$ cat config.mk
export PLATFORM = sky130hd
export DESIGN_NAME = alu_rr_sequencer
export DESIGN_NICKNAME = d
export VERILOG_FILES = /design/src/rtl/alu_rr_pkg.sv /design/src/rtl/alu_rr_decode.sv /design/src/rtl/alu_rr_sequencer.sv
export SDC_FILE = /design/constraint.sdc
export NUM_CORES = 1
export LEC_CHECK = 0
export CAP_MARGIN = 20
export CORE_MARGIN = 3
export CORE_UTILIZATION = 35
export DETAILED_ROUTE_END_ITERATION = 6
export GPL_TIMING_DRIVEN = 0
export HOLD_SLACK_MARGIN = 0.12
export PLACE_DENSITY = 0.94
export SETUP_SLACK_MARGIN = 0.02
export SYNTH_ARGS = -nofsm -noshare
export SYNTH_HDL_FRONTEND = slang
export SYNTH_SLANG_ARGS = --single-unit
$ cat constraint.sdc
create_clock -name clock -period 2.5 [get_ports clock]
set_input_delay 0.375 -clock clock [delete_from_list [all_inputs] [get_ports clock]]
set_output_delay 0.375 -clock clock [all_outputs]
set_load 0.05 [all_outputs]
$ cat src/rtl/alu_rr_pkg.sv
// Shared types and tables for the register-register ALU control sequencer.
package alu_rr_pkg;

  // Control steps: fetch T0..T2, decode/execute T3..T6.
  typedef enum logic [2:0] {
    StIdle,
    StT0,
    StT1,
    StT2,
    StT3,
    StT4,
    StT5,
    StT6
  } state_e;

  typedef enum logic [1:0] {
    OpBinary,
    OpUnary,
    OpMulDiv,
    OpIllegal
  } op_class_e;

  // IR field layout
  localparam int unsigned OpcodeW   = 5;
  localparam int unsigned RegFieldW = 4;
  localparam int unsigned OpcodeLsb = 27;
  localparam int unsigned RaLsb     = 23;
  localparam int unsigned RbLsb     = 19;
  localparam int unsigned RcLsb     = 15;

  // Opcodes
  localparam logic [OpcodeW-1:0] OpcAdd  = 5'b00000;
  localparam logic [OpcodeW-1:0] OpcSub  = 5'b00001;
  localparam logic [OpcodeW-1:0] OpcOr   = 5'b00010;
  localparam logic [OpcodeW-1:0] OpcAnd  = 5'b00011;
  localparam logic [OpcodeW-1:0] OpcShr  = 5'b00100;
  localparam logic [OpcodeW-1:0] OpcShra = 5'b00101;
  localparam logic [OpcodeW-1:0] OpcShl  = 5'b00110;
  localparam logic [OpcodeW-1:0] OpcRor  = 5'b00111;
  localparam logic [OpcodeW-1:0] OpcRol  = 5'b01000;
  localparam logic [OpcodeW-1:0] OpcMul  = 5'b01001;
  localparam logic [OpcodeW-1:0] OpcDiv  = 5'b01010;
  localparam logic [OpcodeW-1:0] OpcNeg  = 5'b01011;
  localparam logic [OpcodeW-1:0] OpcNot  = 5'b01100;

  // ALU control codes understood by the existing datapath ALU
  localparam logic [4:0] AluAdd  = 5'b00000;
  localparam logic [4:0] AluSub  = 5'b00001;
  localparam logic [4:0] AluAnd  = 5'b00010;
  localparam logic [4:0] AluOr   = 5'b00011;
  localparam logic [4:0] AluShr  = 5'b00100;
  localparam logic [4:0] AluShra = 5'b00101;
  localparam logic [4:0] AluShl  = 5'b00110;
  localparam logic [4:0] AluRor  = 5'b00111;
  localparam logic [4:0] AluRol  = 5'b01000;
  localparam logic [4:0] AluMul  = 5'b01001;
  localparam logic [4:0] AluDiv  = 5'b01010;
  localparam logic [4:0] AluNeg  = 5'b01011;
  localparam logic [4:0] AluNot  = 5'b01100;

  typedef struct packed {
    op_class_e  op_class;
    logic [4:0] alu_ctrl;
  } op_info_t;

  // Opcode -> (class, ALU control). Undefined opcodes report OpIllegal.
  function automatic op_info_t lookup_op(logic [OpcodeW-1:0] opcode);
    op_info_t info;
    info.op_class = OpBinary;
    info.alu_ctrl = AluAdd;
    case (opcode)
      OpcAdd:  info.alu_ctrl = AluAdd;
      OpcSub:  info.alu_ctrl = AluSub;
      OpcOr:   info.alu_ctrl = AluOr;
      OpcAnd:  info.alu_ctrl = AluAnd;
      OpcShr:  info.alu_ctrl = AluShr;
      OpcShra: info.alu_ctrl = AluShra;
      OpcShl:  info.alu_ctrl = AluShl;
      OpcRor:  info.alu_ctrl = AluRor;
      OpcRol:  info.alu_ctrl = AluRol;
      OpcMul:  begin info.op_class = OpMulDiv; info.alu_ctrl = AluMul; end
      OpcDiv:  begin info.op_class = OpMulDiv; info.alu_ctrl = AluDiv; end
      OpcNeg:  begin info.op_class = OpUnary;  info.alu_ctrl = AluNeg; end
      OpcNot:  begin info.op_class = OpUnary;  info.alu_ctrl = AluNot; end
      default: info.op_class = OpIllegal;
    endcase
    return info;
  endfunction

endpackage

$ cat src/rtl/alu_rr_decode.sv
// Combinational IR decode: op class, ALU control and one-hot register selects.
module alu_rr_decode
  import alu_rr_pkg::*;
#(
  parameter int unsigned NUM_REGS   = 16,
  parameter int unsigned ALU_CTRL_W = 5
) (
  input  logic [31:0]           ir_i,
  output op_class_e             op_class_o,
  output logic [ALU_CTRL_W-1:0] alu_ctrl_o,
  output logic [NUM_REGS-1:0]   ra_oh_o,
  output logic [NUM_REGS-1:0]   rb_oh_o,
  output logic [NUM_REGS-1:0]   rc_oh_o
);

  logic [OpcodeW-1:0]   opcode;
  logic [RegFieldW-1:0] ra, rb, rc;
  logic                 fields_ok;
  op_info_t             info;
  logic                 unused_ir;

  assign opcode    = ir_i[OpcodeLsb +: OpcodeW];
  assign ra        = ir_i[RaLsb +: RegFieldW];
  assign rb        = ir_i[RbLsb +: RegFieldW];
  assign rc        = ir_i[RcLsb +: RegFieldW];
  assign unused_ir = ^ir_i[RcLsb-1:0];

  // Table lookup, folding out-of-range register fields into the illegal class
  always_comb begin
    info       = lookup_op(opcode);
    fields_ok  = (32'(ra) < NUM_REGS) && (32'(rb) < NUM_REGS) && (32'(rc) < NUM_REGS);
    op_class_o = fields_ok ? info.op_class : OpIllegal;
    alu_ctrl_o = ALU_CTRL_W'(info.alu_ctrl);
  end

  // One-hot expansion of the register fields
  always_comb begin
    ra_oh_o = '0;
    rb_oh_o = '0;
    rc_oh_o = '0;
    for (int unsigned i = 0; i < NUM_REGS; i++) begin
      ra_oh_o[i] = (32'(ra) == i);
      rb_oh_o[i] = (32'(rb) == i);
      rc_oh_o[i] = (32'(rc) == i);
    end
  end

endmodule

$ cat src/rtl/alu_rr_sequencer.sv
// Control-step sequencer for register-register ALU instructions: fetch, decode,
// execute, with a held multi-cycle step and HI/LO writeback for MUL/DIV.
module alu_rr_sequencer
  import alu_rr_pkg::*;
#(
  parameter int unsigned NUM_REGS   = 16,
  parameter int unsigned ALU_CTRL_W = 5,
  parameter int unsigned MULDIV_LAT = 4
) (
  input  logic                  clock,
  input  logic                  clear,
  input  logic                  start,
  input  logic [31:0]           ir,
  input  logic                  mem_ready,
  output logic [NUM_REGS-1:0]   reg_in,
  output logic [NUM_REGS-1:0]   reg_out,
  output logic                  pc_out,
  output logic                  pc_in,
  output logic                  inc_pc,
  output logic                  mar_in,
  output logic                  read,
  output logic                  mdr_in,
  output logic                  mdr_out,
  output logic                  ir_in,
  output logic                  y_in,
  output logic                  z_in,
  output logic                  zlow_out,
  output logic                  zhigh_out,
  output logic                  hi_in,
  output logic                  lo_in,
  output logic [ALU_CTRL_W-1:0] alu_ctrl,
  output logic                  busy,
  output logic                  done,
  output logic                  illegal
);

  localparam int unsigned CntW = (MULDIV_LAT > 1) ? $clog2(MULDIV_LAT) : 1;

  state_e                state_q, state_d;
  logic [CntW-1:0]       cnt_q, cnt_d;
  op_class_e             op_class;
  logic [ALU_CTRL_W-1:0] dec_alu_ctrl;
  logic [NUM_REGS-1:0]   ra_oh, rb_oh, rc_oh;

  alu_rr_decode #(
    .NUM_REGS  (NUM_REGS),
    .ALU_CTRL_W(ALU_CTRL_W)
  ) u_decode (
    .ir_i      (ir),
    .op_class_o(op_class),
    .alu_ctrl_o(dec_alu_ctrl),
    .ra_oh_o   (ra_oh),
    .rb_oh_o   (rb_oh),
    .rc_oh_o   (rc_oh)
  );

  // State and MUL/DIV hold counter
  always_ff @(posedge clock or negedge clear) begin
    if (!clear) begin
      state_q <= StIdle;
      cnt_q   <= '0;
    end else begin
      state_q <= state_d;
      cnt_q   <= cnt_d;
    end
  end

  // Step sequencing
  always_comb begin
    state_d = state_q;
    cnt_d   = cnt_q;
    unique case (state_q)
      StIdle: if (start) state_d = StT0;
      StT0:   state_d = StT1;
      StT1:   if (mem_ready) state_d = StT2;
      StT2:   state_d = StT3;
      StT3: begin
        unique case (op_class)
          OpIllegal: state_d = StIdle;
          OpUnary:   state_d = StT5;
          default: begin
            state_d = StT4;
            // Only MUL/DIV looks at the counter; T4 lasts cnt+1 cycles
            cnt_d   = CntW'(MULDIV_LAT - 1);
          end
        endcase
      end
      StT4: begin
        if (op_class == OpMulDiv && cnt_q != '0) begin
          cnt_d = cnt_q - CntW'(1);
        end else begin
          state_d = StT5;
        end
      end
      StT5:   state_d = (op_class == OpMulDiv) ? StT6 : StIdle;
      StT6:   state_d = StIdle;
      default: state_d = StIdle;
    endcase
  end

  // Control decode from step and IR
  always_comb begin
    reg_in    = '0;
    reg_out   = '0;
    pc_out    = 1'b0;
    pc_in     = 1'b0;
    inc_pc    = 1'b0;
    mar_in    = 1'b0;
    read      = 1'b0;
    mdr_in    = 1'b0;
    mdr_out   = 1'b0;
    ir_in     = 1'b0;
    y_in      = 1'b0;
    z_in      = 1'b0;
    zlow_out  = 1'b0;
    zhigh_out = 1'b0;
    hi_in     = 1'b0;
    lo_in     = 1'b0;
    alu_ctrl  = '0;
    done      = 1'b0;
    illegal   = 1'b0;
    busy      = (state_q != StIdle);
    unique case (state_q)
      StIdle: ;
      StT0: begin
        pc_out = 1'b1;
        mar_in = 1'b1;
        inc_pc = 1'b1;
        z_in   = 1'b1;
      end
      StT1: begin
        zlow_out = 1'b1;
        read     = 1'b1;
        mdr_in   = 1'b1;
        // PC reloads only once, on the cycle the fetch completes
        pc_in    = mem_ready;
      end
      StT2: begin
        mdr_out = 1'b1;
        ir_in   = 1'b1;
      end
      StT3: begin
        unique case (op_class)
          OpIllegal: illegal = 1'b1;
          OpUnary: begin
            reg_out  = rb_oh;
            alu_ctrl = dec_alu_ctrl;
            z_in     = 1'b1;
          end
          default: begin
            reg_out = rb_oh;
            y_in    = 1'b1;
          end
        endcase
      end
      StT4: begin
        reg_out  = rc_oh;
        alu_ctrl = dec_alu_ctrl;
        z_in     = 1'b1;
      end
      StT5: begin
        zlow_out = 1'b1;
        if (op_class == OpMulDiv) begin
          lo_in = 1'b1;
        end else begin
          reg_in = ra_oh;
          done   = 1'b1;
        end
      end
      StT6: begin
        zhigh_out = 1'b1;
        hi_in     = 1'b1;
        done      = 1'b1;
      end
      default: ;
    endcase
  end

endmodule

==> impl_metrics.csv <==
group,metric,value,unit
cts,clk_pin_slew,0.05,ns
sta,max_clock_freq,408,MHz
placed_design,hpwl,2.96,mm
pwr,p_leak,0.000851,uW
global_routing,grt_max_degree,11,
synth,ys_ff_latch,5,
synth,synth.distinct_cells,48,
floorplan,core_area,0.00283,mm2
setup_path,crit_arrival,2.07,ns
cts,cts_tree,"built",
sta,rsz0062_at_grt,"true",
sta,clock_skew,0.00659,ns
pwr,combPwrFrac,82.2,%
synth,synth_flop_cell,"dfrtp_1",
pwr,p_int,553,uW
floorplan,dieArea,0.00372,mm2
pwr,clkPwrFrac,7.3,%
sta,worst_slew_pin_slew,0.514,ns
routing,routed_wl,3.75,mm
synth,synth.most_common_cell,"nor2_1",
finish,nNetsFinal,263,
placed_design,gp_congestion,0.886,
cts,insertion_delay,0.25,ns
cts,clock_path_buffers,2,
setup_path,crit_type,"in -> out",
routing,drtIter0Drc,83,
cts,root_buffer,"clkbuf_4",
global_routing,grt_pass1_wl,5.89,mm
pwr,cellPowerDensity,718,mW/mm2
synth,synth-seq-area-share,11.8,%
pwr,seqPwrFrac,10.5,%
finish,drive_gt1_share,36.4,%
global_routing,grt-ovfl-total,0,
finish,syn2layout_area_growth,75.2,%
sta,fin_crit_sh,98.0,%
finish,fin_util,65.6,%
finish,antenna_cells,0,
routing,route.detailed.drc,0,
sta,setup_viol,0,
synth,syn_inst,150,
synth,syn_nets,187,
synth,synth_top_area_share,11.8,%
floorplan,initial_core_util,37.5,%
placed_design,io_buffers,70,
global_routing,grt_pass1_vias,1250,
sta,slew_violations,0,
setup_path,cp.required,2.12,ns
pwr,vdd_drop_max,0.465,mV
synth,netlist_area,0.00106,mm2
floorplan,die_h,61.0,um
pwr,p_switching,781,uW
synth,yosys.area.top_type,"dfrtp_1",
routing,first_pass_iters,4,
sta,timing.slew.headroom,65.6,%
synth,async_flop_share,100,%
setup_path,start_kind,"primary input",
setup_path,critical_path_peak_fanout,6,
outcome,status,"finished, final reports clean",
finish,fin_cells,256,
floorplan,ios,90,
sta,hold_viol,0,
worst_hold_path,worstHoldPathType,"in -> async",
sta,period_needed,2.45,ns
setup_path,end_kind,"output pin",
floorplan,fp-row-count,19,
cts,cts.sinks,5,
floorplan,fp.dieW,61.0,um
cts,cts_inserted_buffers,3,
synth,yosys-top-cells-count,"26 x nor2_1, 16 x nand2_1, 14 x o22ai_1",
placed_design,dpl.cell_count,251,
global_routing,gr-usage-all-layers,20.7,%
cts,htree_levels,1,
synth,yosys_warnings,0,
run,maxCapViolCount,0,
synth,synthTopCellsByArea,"dfrtp_1 12%, nor2_1 9.2%, o22ai_1 8.3%, nand2b_1 5.9%, buf_4 5.7%",
synth,synth_area_per_cell,7.07,um2
global_routing,antenna_found_initial,0,
routing,drtAntennaViolNets,0,
synth,synth_edf_count,0,
cts,cts_hold_buf,0,
pwr,swShare,58.5,%
routing,vias,1429,
routing,detail_route.wl_per_cell,14.7,um
routing,avgViaCountPerCell,5.58,
final cells by class:
cell class | instances | area (um2)
Fill cell | 242 | 972
Multi-Input combinational cell | 128 | 906
Timing Repair Buffer | 71 | 647
Sequential cell | 5 | 125
Buffer | 12 | 95.1
Tap cell | 31 | 38.8
Clock buffer | 4 | 26.3
Inverter | 5 | 18.8
power by group through the flow:
stage | clock network, uW | logic [uW] | registers (uW)
detailed placement | 0 | 1110 | 138
CTS | 100 | 1080 | 138
global placement | 0 | 1090 | 137
global route | 110 | 1160 | 144
finish | 97.5 | 1100 | 140
floorplan | 0 | 796 | 134
repair_timing:
item / CTS / global route
gates cloned: 0 / 0
pin swaps: 0 / 0
endpoints found under the setup margin: 50 / 39
resized for setup: 137 / 53
setup buffers: 0 / 1
final timing paths:
kind	to	start	slack [ns]	depth (start not counted)
setup / recovery	reg_out[6]	ir[22]	0.05	5
hold / removal	state_q[2]$_DFFE_PN0P_	clear	0.35	1
setup reg to reg	cnt_q[1]$_DFFE_PN0P_	state_q[0]$_DFFE_PN0P_	0.90	6
hold reg to reg	cnt_q[0]$_DFFE_PN0P_	cnt_q[0]$_DFFE_PN0P_	0.53	2
max in group asynchronous	cnt_q[0]$_DFFE_PN0P_	clear	1.95	1
min in group clock	cnt_q[0]$_DFFE_PN0P_	cnt_q[0]$_DFFE_PN0P_	0.53	2
routing by layer:
layer | vias up | wire length [um] | global-route usage, %
met3 | 2 | 293 | 4.61
li1 | 692 | - | -
met4 | 0 | 8 | 3.72
met2 | 67 | 1850 | 35.5
met5 | - | 0 | 0
met1 | 668 | 1600 | 26.9
flip-flops by register name, summed over array words and instances (netlist names):
name and count:
state_q 3, cnt_q 2
stage by stage:
| stage | power [uW] | setup TNS, ns | hold WS (ns) | worst slack (ns) | area [um2] |
|---|---|---|---|---|---|
| after floorplan | 930 | -1.20 | 0.0794 | -0.215 | 1120 |
| after global placement | 1230 | -20.86 | 0.516 | -0.689 | 1860 |
| after detailed placement | 1250 | -21.89 | 0.526 | -0.718 | 1860 |
| after CTS | 1320 | 0 | 0.348 | 0.0209 | 1830 |
| after global routing | 1420 | -0.00867 | 0.351 | -0.00817 | 1860 |
| final | 1330 | 0 | 0.346 | 0.0507 | 1860 |
cells by family (layout without fill, tap and decap cells):
family / count (synthesis) / after routing / synth area share (%)
adders and majority gates: 1 / 1 / 1.18
xor gates and xnor gates: 2 / 2 / 3.42
and+or+nand+nor: 88 / 88 / 47.5
muxes: 2 / 2 / 1.89
AOI/OAI and AO/OA: 34 / 34 / 23.5
buffers and inverters: 17 / 92 / 10.4
DFF: 5 / 5 / 11.8
other: 1 / 1 / 0.354
critical path, stage by stage:
cell,delay [ns]
clkdlybuf4s50_1,0.55
nand2b_1,0.22
or3_1,0.38
o22ai_1,0.15
clkdlybuf4s15_2,0.39
cell usage in the layout, fill, tap and decap left out, types with 6 or more instances in the layout:
| master | n |
|---|---|
| buf_4 | 13 |
| buf_6 | 6 |
| clkbuf_2 | 8 |
| clkbuf_4 | 9 |
| clkdlybuf4s15_2 | 11 |
| clkdlybuf4s50_1 | 20 |
| dlygate4sd2_1 | 8 |
| nand2_1 | 15 |
| nand2b_1 | 10 |
| nor2_1 | 21 |
| o22ai_1 | 13 |
Power figures use the tool's default switching activity.
